==> src/rtl/mem_ctrl_pkg.sv <==
// Shared definitions for the memory access controller: FSM states and
// the memory readWrite pin encoding.
package mem_ctrl_pkg;

    typedef enum logic [2:0] {
        IDLE    = 3'd0,
        SETUP   = 3'd1,
        STROBE  = 3'd2,
        CAPTURE = 3'd3,
        RESP    = 3'd4
    } state_t;

    localparam logic MEM_READ  = 1'b1;
    localparam logic MEM_WRITE = 1'b0;

endpackage

==> src/rtl/mem_access_ctrl_sat_counter.sv <==
// Saturating up-counter with synchronous clear; clear has priority over inc.
module sat_counter #(
    parameter int unsigned width = 16
) (
    input  logic             clk,
    input  logic             rstN,
    input  logic             clear,
    input  logic             inc,
    output logic [width-1:0] count
);

    always_ff @(posedge clk or negedge rstN) begin
        if (!rstN) begin
            count <= '0;
        end else if (clear) begin
            count <= '0;
        end else if (inc && (count != '1)) begin
            count <= count + width'(1);
        end
    end

endmodule

==> src/rtl/mem_access_ctrl.sv <==
// Request/response front-end that sequences a level-sensitive memory's
// enable/readWrite pins with a setup cycle before every strobe.
module mem_access_ctrl
    import mem_ctrl_pkg::*;
#(
    parameter  int unsigned wordSize   = 4,
    parameter  int unsigned numWords   = 64,
    parameter  int unsigned countWidth = 16,
    localparam int unsigned addrW      = $clog2(numWords)
) (
    input  logic                  clk,
    input  logic                  rstN,
    input  logic                  reqValid,
    output logic                  reqReady,
    input  logic                  reqWrite,
    input  logic [addrW-1:0]      reqAddr,
    input  logic [wordSize-1:0]   reqData,
    output logic                  rspValid,
    input  logic                  rspReady,
    output logic [wordSize-1:0]   rspData,
    output logic                  rspErr,
    output logic                  memEnable,
    output logic                  memReadWrite,
    output logic [addrW-1:0]      memAddress,
    output logic [wordSize-1:0]   memDataIn,
    input  logic [wordSize-1:0]   memDataOut,
    input  logic                  countClear,
    output logic [countWidth-1:0] rdCount,
    output logic [countWidth-1:0] wrCount
);

    state_t state;
    logic   opWrite;
    logic   opInRange;
    logic   reqInRange;
    logic   rdInc;
    logic   wrInc;

    // One extra bit so a power-of-two depth still compares correctly.
    assign reqInRange = {1'b0, reqAddr} < (addrW + 1)'(numWords);

    // Counters advance on the edge that completes the access.
    assign wrInc = (state == STROBE) && opWrite;
    assign rdInc = (state == CAPTURE);

    always_ff @(posedge clk or negedge rstN) begin
        if (!rstN) begin
            state        <= IDLE;
            reqReady     <= 1'b0;
            opWrite      <= 1'b0;
            opInRange    <= 1'b0;
            memEnable    <= 1'b0;
            memReadWrite <= MEM_READ;
            memAddress   <= '0;
            memDataIn    <= '0;
            rspValid     <= 1'b0;
            rspData      <= '0;
            rspErr       <= 1'b0;
        end else begin
            case (state)
                IDLE: begin
                    if (reqValid && reqReady) begin
                        reqReady  <= 1'b0;
                        opWrite   <= reqWrite;
                        opInRange <= reqInRange;
                        state     <= SETUP;
                        // Out-of-range requests never touch the memory pins.
                        if (reqInRange) begin
                            memAddress   <= reqAddr;
                            memDataIn    <= reqData;
                            memReadWrite <= reqWrite ? MEM_WRITE : MEM_READ;
                        end
                    end else begin
                        reqReady <= 1'b1;
                    end
                end
                SETUP: begin
                    if (opInRange) begin
                        memEnable <= 1'b1;
                        state     <= STROBE;
                    end else if (opWrite) begin
                        reqReady <= 1'b1;
                        state    <= IDLE;
                    end else begin
                        rspValid <= 1'b1;
                        rspData  <= '0;
                        rspErr   <= 1'b1;
                        state    <= RESP;
                    end
                end
                STROBE: begin
                    if (opWrite) begin
                        memEnable <= 1'b0;
                        reqReady  <= 1'b1;
                        state     <= IDLE;
                    end else begin
                        state <= CAPTURE;
                    end
                end
                CAPTURE: begin
                    rspData   <= memDataOut;
                    rspErr    <= 1'b0;
                    rspValid  <= 1'b1;
                    memEnable <= 1'b0;
                    state     <= RESP;
                end
                RESP: begin
                    if (rspReady) begin
                        rspValid <= 1'b0;
                        reqReady <= 1'b1;
                        state    <= IDLE;
                    end
                end
                default: state <= IDLE;
            endcase
        end
    end

    sat_counter #(.width(countWidth)) u_rd_counter (
        .clk   (clk),
        .rstN  (rstN),
        .clear (countClear),
        .inc   (rdInc),
        .count (rdCount)
    );

    sat_counter #(.width(countWidth)) u_wr_counter (
        .clk   (clk),
        .rstN  (rstN),
        .clear (countClear),
        .inc   (wrInc),
        .count (wrCount)
    );

endmodule

==> config.mk <==
export PLATFORM = sky130hd
export DESIGN_NAME = mem_access_ctrl
export DESIGN_NICKNAME = d
export VERILOG_FILES = /design/src/rtl/mem_ctrl_pkg.sv /design/src/rtl/mem_access_ctrl_sat_counter.sv /design/src/rtl/mem_access_ctrl.sv
export SDC_FILE = /design/constraint.sdc
export NUM_CORES = 1
export LEC_CHECK = 0
export CAP_MARGIN = 5
export CORE_ASPECT_RATIO = 0.5
export CORE_MARGIN = 3
export CORE_UTILIZATION = 49
export DETAILED_ROUTE_END_ITERATION = 10
export PLACE_DENSITY = 0.81
export SLEW_MARGIN = 40
export SYNTH_ARGS = -nofsm -noshare
export SYNTH_HDL_FRONTEND = slang
export SYNTH_SLANG_ARGS = --single-unit
export TNS_END_PERCENT = 20
==> constraint.sdc <==
create_clock -name clk -period 2.5 [get_ports clk]
set_input_delay 0.75 -clock clk [delete_from_list [all_inputs] [get_ports clk]]
set_output_delay 0.75 -clock clk [all_outputs]
set_load 0.05 [all_outputs]
* After elaboration in Yosys (flattened, before gate mapping) *
Index checks and enable logic that the tools add are counted.

cells by class
  reductions and logical operators = 17
  multiplexer cells = 27
  add/subtract/negate cells = 2
  equality and inequality tests = 12

operators by type and width
  kind                     count
  $mux W16                 4
  $add A16 B1 Y16 const B  2
  $ne A16 B16 Y1 const B   2
  $pmux W3 S5              1
  $mux W3                  4
  $ne A2 B2 Y1 const B     6
  $mux W1                  10
  $reduce_and A3 Y1        3
  $mux W4                  2
  $pmux W4 S2              1
  $eq A3 B2 Y1 const B     2
  $pmux W1 S3              2
  $reduce_bool A2 Y1       3
  $reduce_bool A3 Y1       2
  $logic_and A1 B1 Y1      4
  $pmux W1 S4              1
  $reduce_and A2 Y1        2
  $reduce_and A4 Y1        1
  $reduce_bool A4 Y1       1
  $eq A3 B1 Y1 const B     1
  $eq A3 B3 Y1 const B     1
  $logic_not A3 Y1         1
  $mux W2                  1
  $pmux W1 S2              1

word-level totals
  output and inout bits = 51
  flip-flop bits (word level) = 56
  word-level logic and storage cells = 71
  input bits = 20

* Depth between registers and ports, before layout *
  word-level depth = 5
  mapped depth = 6
  gate-level depth less buffers = 5

* Cells and area by module *
A second synthesis with hierarchy kept.

unflattened totals
  cell total of the unflattened synthesis = 273
  area, all modules = 2920.3 um2

modules (own cells, without submodules)
  module           cells each  area each (um2)  instances  seq. area each (um2)
  sat_counter      98          942.2            2          400.4
  mem_access_ctrl  77          1036.0           1          601.8

* Worst setup path after synthesis *
No wires, ideal clock.

  path kind = register to register
  start = register u_rd_counter.count[0]
  end = register u_rd_counter.count[6]
  library setup time = 127 ps
  buffers on the path = 1
  cell stages (with the launch flop) = 6
  path slack = 365 ps
  data required time = 2373 ps
  arrival time = 2008 ps
  clock period less this slack = 2135 ps
  cell sequence = dfrtp_1 ha_1 clkbuf_1 nand2_1 a2111oi_0 mux2_1

between the ends
  word-level cells in the longest chain between the ends = 3
  elaborated cells between the ends (all ways) = 6
  those cells by class = add/sub (1); eq/ne (1); mux (2); reduce/logical (2)

RTL lines
  item                                               line                                                                  RTL
  start: declaration                                 mem_access_ctrl_sat_counter.sv:9                                      output logic [width-1:0] count
  start signal: assignment                           mem_access_ctrl_sat_counter.sv:18                                     count <= count + width'(1);
  $add A16 B1 Y16 or $ne A16 B16 Y1 (tied branches)  mem_access_ctrl_sat_counter.sv:18, mem_access_ctrl_sat_counter.sv:17
  $mux W16 or $logic_and A1 B1 Y1 (tied branches)    mem_access_ctrl_sat_counter.sv:17                                     end else if (inc && (count != '1)) begin
  $mux W16 or $reduce_bool A2 Y1 (tied branches)     --

Several ways; a longest one is shown, not always the timed one. The select of a mux whose other input is x is not followed.
A chain may end at the register's enable or synchronous reset.

* Worst setup path in the final report *
  start = register u_wr_counter.count[3]
  end = output port wrCount[3]

RTL lines
  item                      line                               RTL
  start: declaration        mem_access_ctrl_sat_counter.sv:9
  start signal: assignment  mem_access_ctrl_sat_counter.sv:18
  end: declaration          mem_access_ctrl.sv:29              output logic [countWidth-1:0] wrCount

No word-level cell between the ends.

==> results.sh <==
export IMPL_internal_power_mw=1.96
export IMPL_timing_hold_ws_ps=430
export IMPL_cpPeakStageDelay_ps=870
export IMPL_n_antenna_cell=0
export IMPL_drtIter0Drc=204
export IMPL_cp_num_buf_inv=1
export IMPL_wl_per_cell_um=16.1
export IMPL_synth_area_leader_cell="dfrtp_1"
export IMPL_status="complete, no violations"
export IMPL_layout_cells_non_filler=429
export IMPL_core_um2=5590
export IMPL_syn_nets=305
export IMPL_gp_congestion=0.881
export IMPL_p_comb_frac=0.413
export IMPL_syn_to_final_growth_pct=33.0
export IMPL_critPathTopFamily="buffers and inverters"
export IMPL_dp_slack_ps=121
export IMPL_r2r_end="u_wr_counter.count[12]"
export IMPL_yosys_register_bits=56
export IMPL_finalSetupTns_ps=0
export IMPL_yosysSeqAreaShare=0.487
export IMPL_grt_overflow=0
export IMPL_vias_per_cell=5.90
export IMPL_setup_slack_ps=83.6
export IMPL_htreeDepth=2
export IMPL_cts_sinks=56
export IMPL_reg2reg_depth=4
export IMPL_io_buffer_count=70
export IMPL_p_leak_nw=1.57
export IMPL_placed_cells=421
export IMPL_cts_root_buffer="clkbuf_16"
export IMPL_worst_slew_pin_slew_ps=784
export IMPL_clk_latency_ps=300
export IMPL_cts_setup_buffers=0
export IMPL_min_period_ps=2420
export IMPL_startpoint="u_wr_counter.count[3]"
export IMPL_grt_pass1_wl_um=11700
export IMPL_crit_type="flop to primary output"
export IMPL_cts_path_max_buffers=2
export IMPL_critPathMaxFanout=8
export IMPL_wl_um=6900
export IMPL_ant_nets=0
export IMPL_worstSetupStartpointType="flop"
export IMPL_cts_resized=0
export IMPL_clkPwrFrac=0.211
export IMPL_r2r_start="state[0]"
export IMPL_synth_avg_cell_area_um2=10.2
export IMPL_firstDrtPassIters=4
export IMPL_fin_nets=377
export IMPL_worstPathCellList="clkdlybuf4s50_1"
export IMPL_rsz0062_at_grt="false"
export IMPL_utilization=0.685
export IMPL_start_util=0.515
export IMPL_finalHoldViolCount=0
export IMPL_yosysWarnings=0
export IMPL_final_period_utilization=0.967
export IMPL_p_per_area_nw_per_um2=865
export IMPL_seqPwrFrac=0.376
export IMPL_yosys_top_cells_area="dfrtp_1 (48%), mux2_1 (8.6%), a21oi_1 (4.2%)"
export IMPL_dieArea_um2=6880
export IMPL_fillCellCount=446
export IMPL_cts_tree="done"
export IMPL_synthCells=283
export IMPL_worst_r2r_setup_slack_ps=370
export IMPL_cts_made_buffers=5
export IMPL_final_common_cell="clkdlybuf4s50_1"
export IMPL_cap_viol_max_count=0
export IMPL_setup_viol=0
export IMPL_critPathRequiredTime_ps=1750
export IMPL_ctsHoldBuffers=0
export IMPL_die_h_um=60.2
export IMPL_mostFrequentLayoutCells="clkdlybuf4s50_1 (69), dfrtp_1 (55), a21oi_1 (24)"
export IMPL_crit_path_top_delay_cell="clkdlybuf4s50_1"
export IMPL_antenna_found_initial=0
export IMPL_skew_ps=7.47
export IMPL_clk_pin_slew_ps=70
export IMPL_synth_distinct_cells=48
export IMPL_via_count=2532
export IMPL_end_kind="primary output"
export IMPL_ir_drop_uv=654
export IMPL_synth_top_cell_area_share=0.478
export IMPL_drc_errors=0
export IMPL_ioPinCount=71
export IMPL_fp_dieW_um=114
export IMPL_hp_class="primary input to async pin"
export IMPL_num_rows=19
export IMPL_max_slew_margin=0.473
export IMPL_netlist_area_um2=2880
export IMPL_grt_start_max_net_pins=35
export IMPL_layout_drive_gt1_share=0.0730
export IMPL_grt_usage=0.216
export IMPL_grt_pass1_vias=2555
export IMPL_final_max_slew_viol_count=0
export IMPL_worstPathArrival_ps=1670
export IMPL_fmax_mhz=414
export IMPL_swShare=0.406
export IMPL_place_hpwl_um=5010
export IMPL_p_sw_mw=1.34
[per-stage QoR]
step	cell area (um2)	power, mW
global placement	3680	2.57
floorplan	2880	2.15
detailed placement	3680	2.63
CTS	3830	3.34
finish	3830	3.31
global route	3830	3.46
[power by group through the flow]
stage                     Sequential, mW  Clock, mW  Combinational, mW
after global placement              1.24          0               1.33
after floorplan                     1.75          0              0.394
after global routing                1.27      0.737               1.45
after detailed placement            1.26          0               1.37
final                               1.24      0.699               1.37
after CTS                           1.24      0.712               1.38
[worst register-to-register path, delay by kind of cell, from the launching register on]
kind,cells,cell delay (ps)
multiplexers,1,360
AND/OR/NAND/NOR,3,1170
flip-flops,1,480
[cells in the mapped netlist (all sizes together)]
cell / count
dfrtp: 55
a21oi: 24
mux2: 23
nand2: 23
nor2: 23
nand4: 13
nor2b: 12
o21ai: 11
or4: 9
buf: 7
clkbuf: 7
o31ai: 7
nand3: 6
nor4: 6
or3: 6
inv: 5
nor3: 5
a22o: 4
and3: 4
a211oi: 3
o41ai: 3
a2111oi: 2
a31oi: 2
and2: 2
and4: 2
ha: 2
nand3b: 2
o311ai: 2
a21boi: 1
a221oi: 1
a32o: 1
and3b: 1
and4bb: 1
dfstp: 1
mux2i: 1
nand2b: 1
nor4b: 1
o211a: 1
or2: 1
or4b: 1
xor2: 1
[final cells by class]
cell class              count  area [um2]  share of cell area
clock inverters             2        16.3             0.00425
multi-input cells         208        1390               0.364
inverters                   5        18.8             0.00491
repair buffers             79         776               0.203
well taps                  73        91.3              0.0239
flip-flops and latches     56        1400               0.367
clock buffers               6         129              0.0337
[how the worst max path moves through the flow]
| stage | endpoint | slack, ps | cells after the start |
|---|---|---|---|
| 2_1_floorplan | u_rd_counter.count[6] | 360 | 5 |
| 3_3_place_gp | memAddress[5] | 190 | 5 |
| 3_5_place_dp | memDataIn[3] | 120 | 5 |
| 4_1_cts | wrCount[3] | 70 | 1 |
| 5_1_grt | wrCount[3] | 40 | 1 |
| 6_report | wrCount[3] | 80 | 1 |
[cells by family (layout without fill, tap and decap cells)]
kind of cell	Yosys count	after routing	share of synthesized area
buffers and inverters	19	92	0.0287
and+or+nand+nor	119	119	0.241
AOI/OAI and AO/OA	62	62	0.137
xor gates and xnor gates	1	1	0.00304
DFF	56	56	0.487
muxes	24	24	0.0935
adders and majority gates	2	2	0.00869
[flip-flops by register name, summed over array words and instances (netlist names)]
| register | count |
|---|---|
| memAddress | 6 |
| opInRange | 1 |
| memReadWrite | 1 |
| u_wr_counter.count | 16 |
| opWrite | 1 |
| u_rd_counter.count | 16 |
| state | 3 |
| rspValid | 1 |
| memDataIn | 4 |
| memEnable | 1 |
| rspErr | 1 |
| reqReady | 1 |
| rspData | 4 |
[routing by layer]
layer  up-vias  track usage  wire [um]
met1      1257        0.256       2890
met3         8       0.0495        321
met4         0       0.0558         61
li1       1203            -          -
met2        64        0.403       3630
met5         -            0          0
Note: power is estimated with default switching activity, not from simulation.
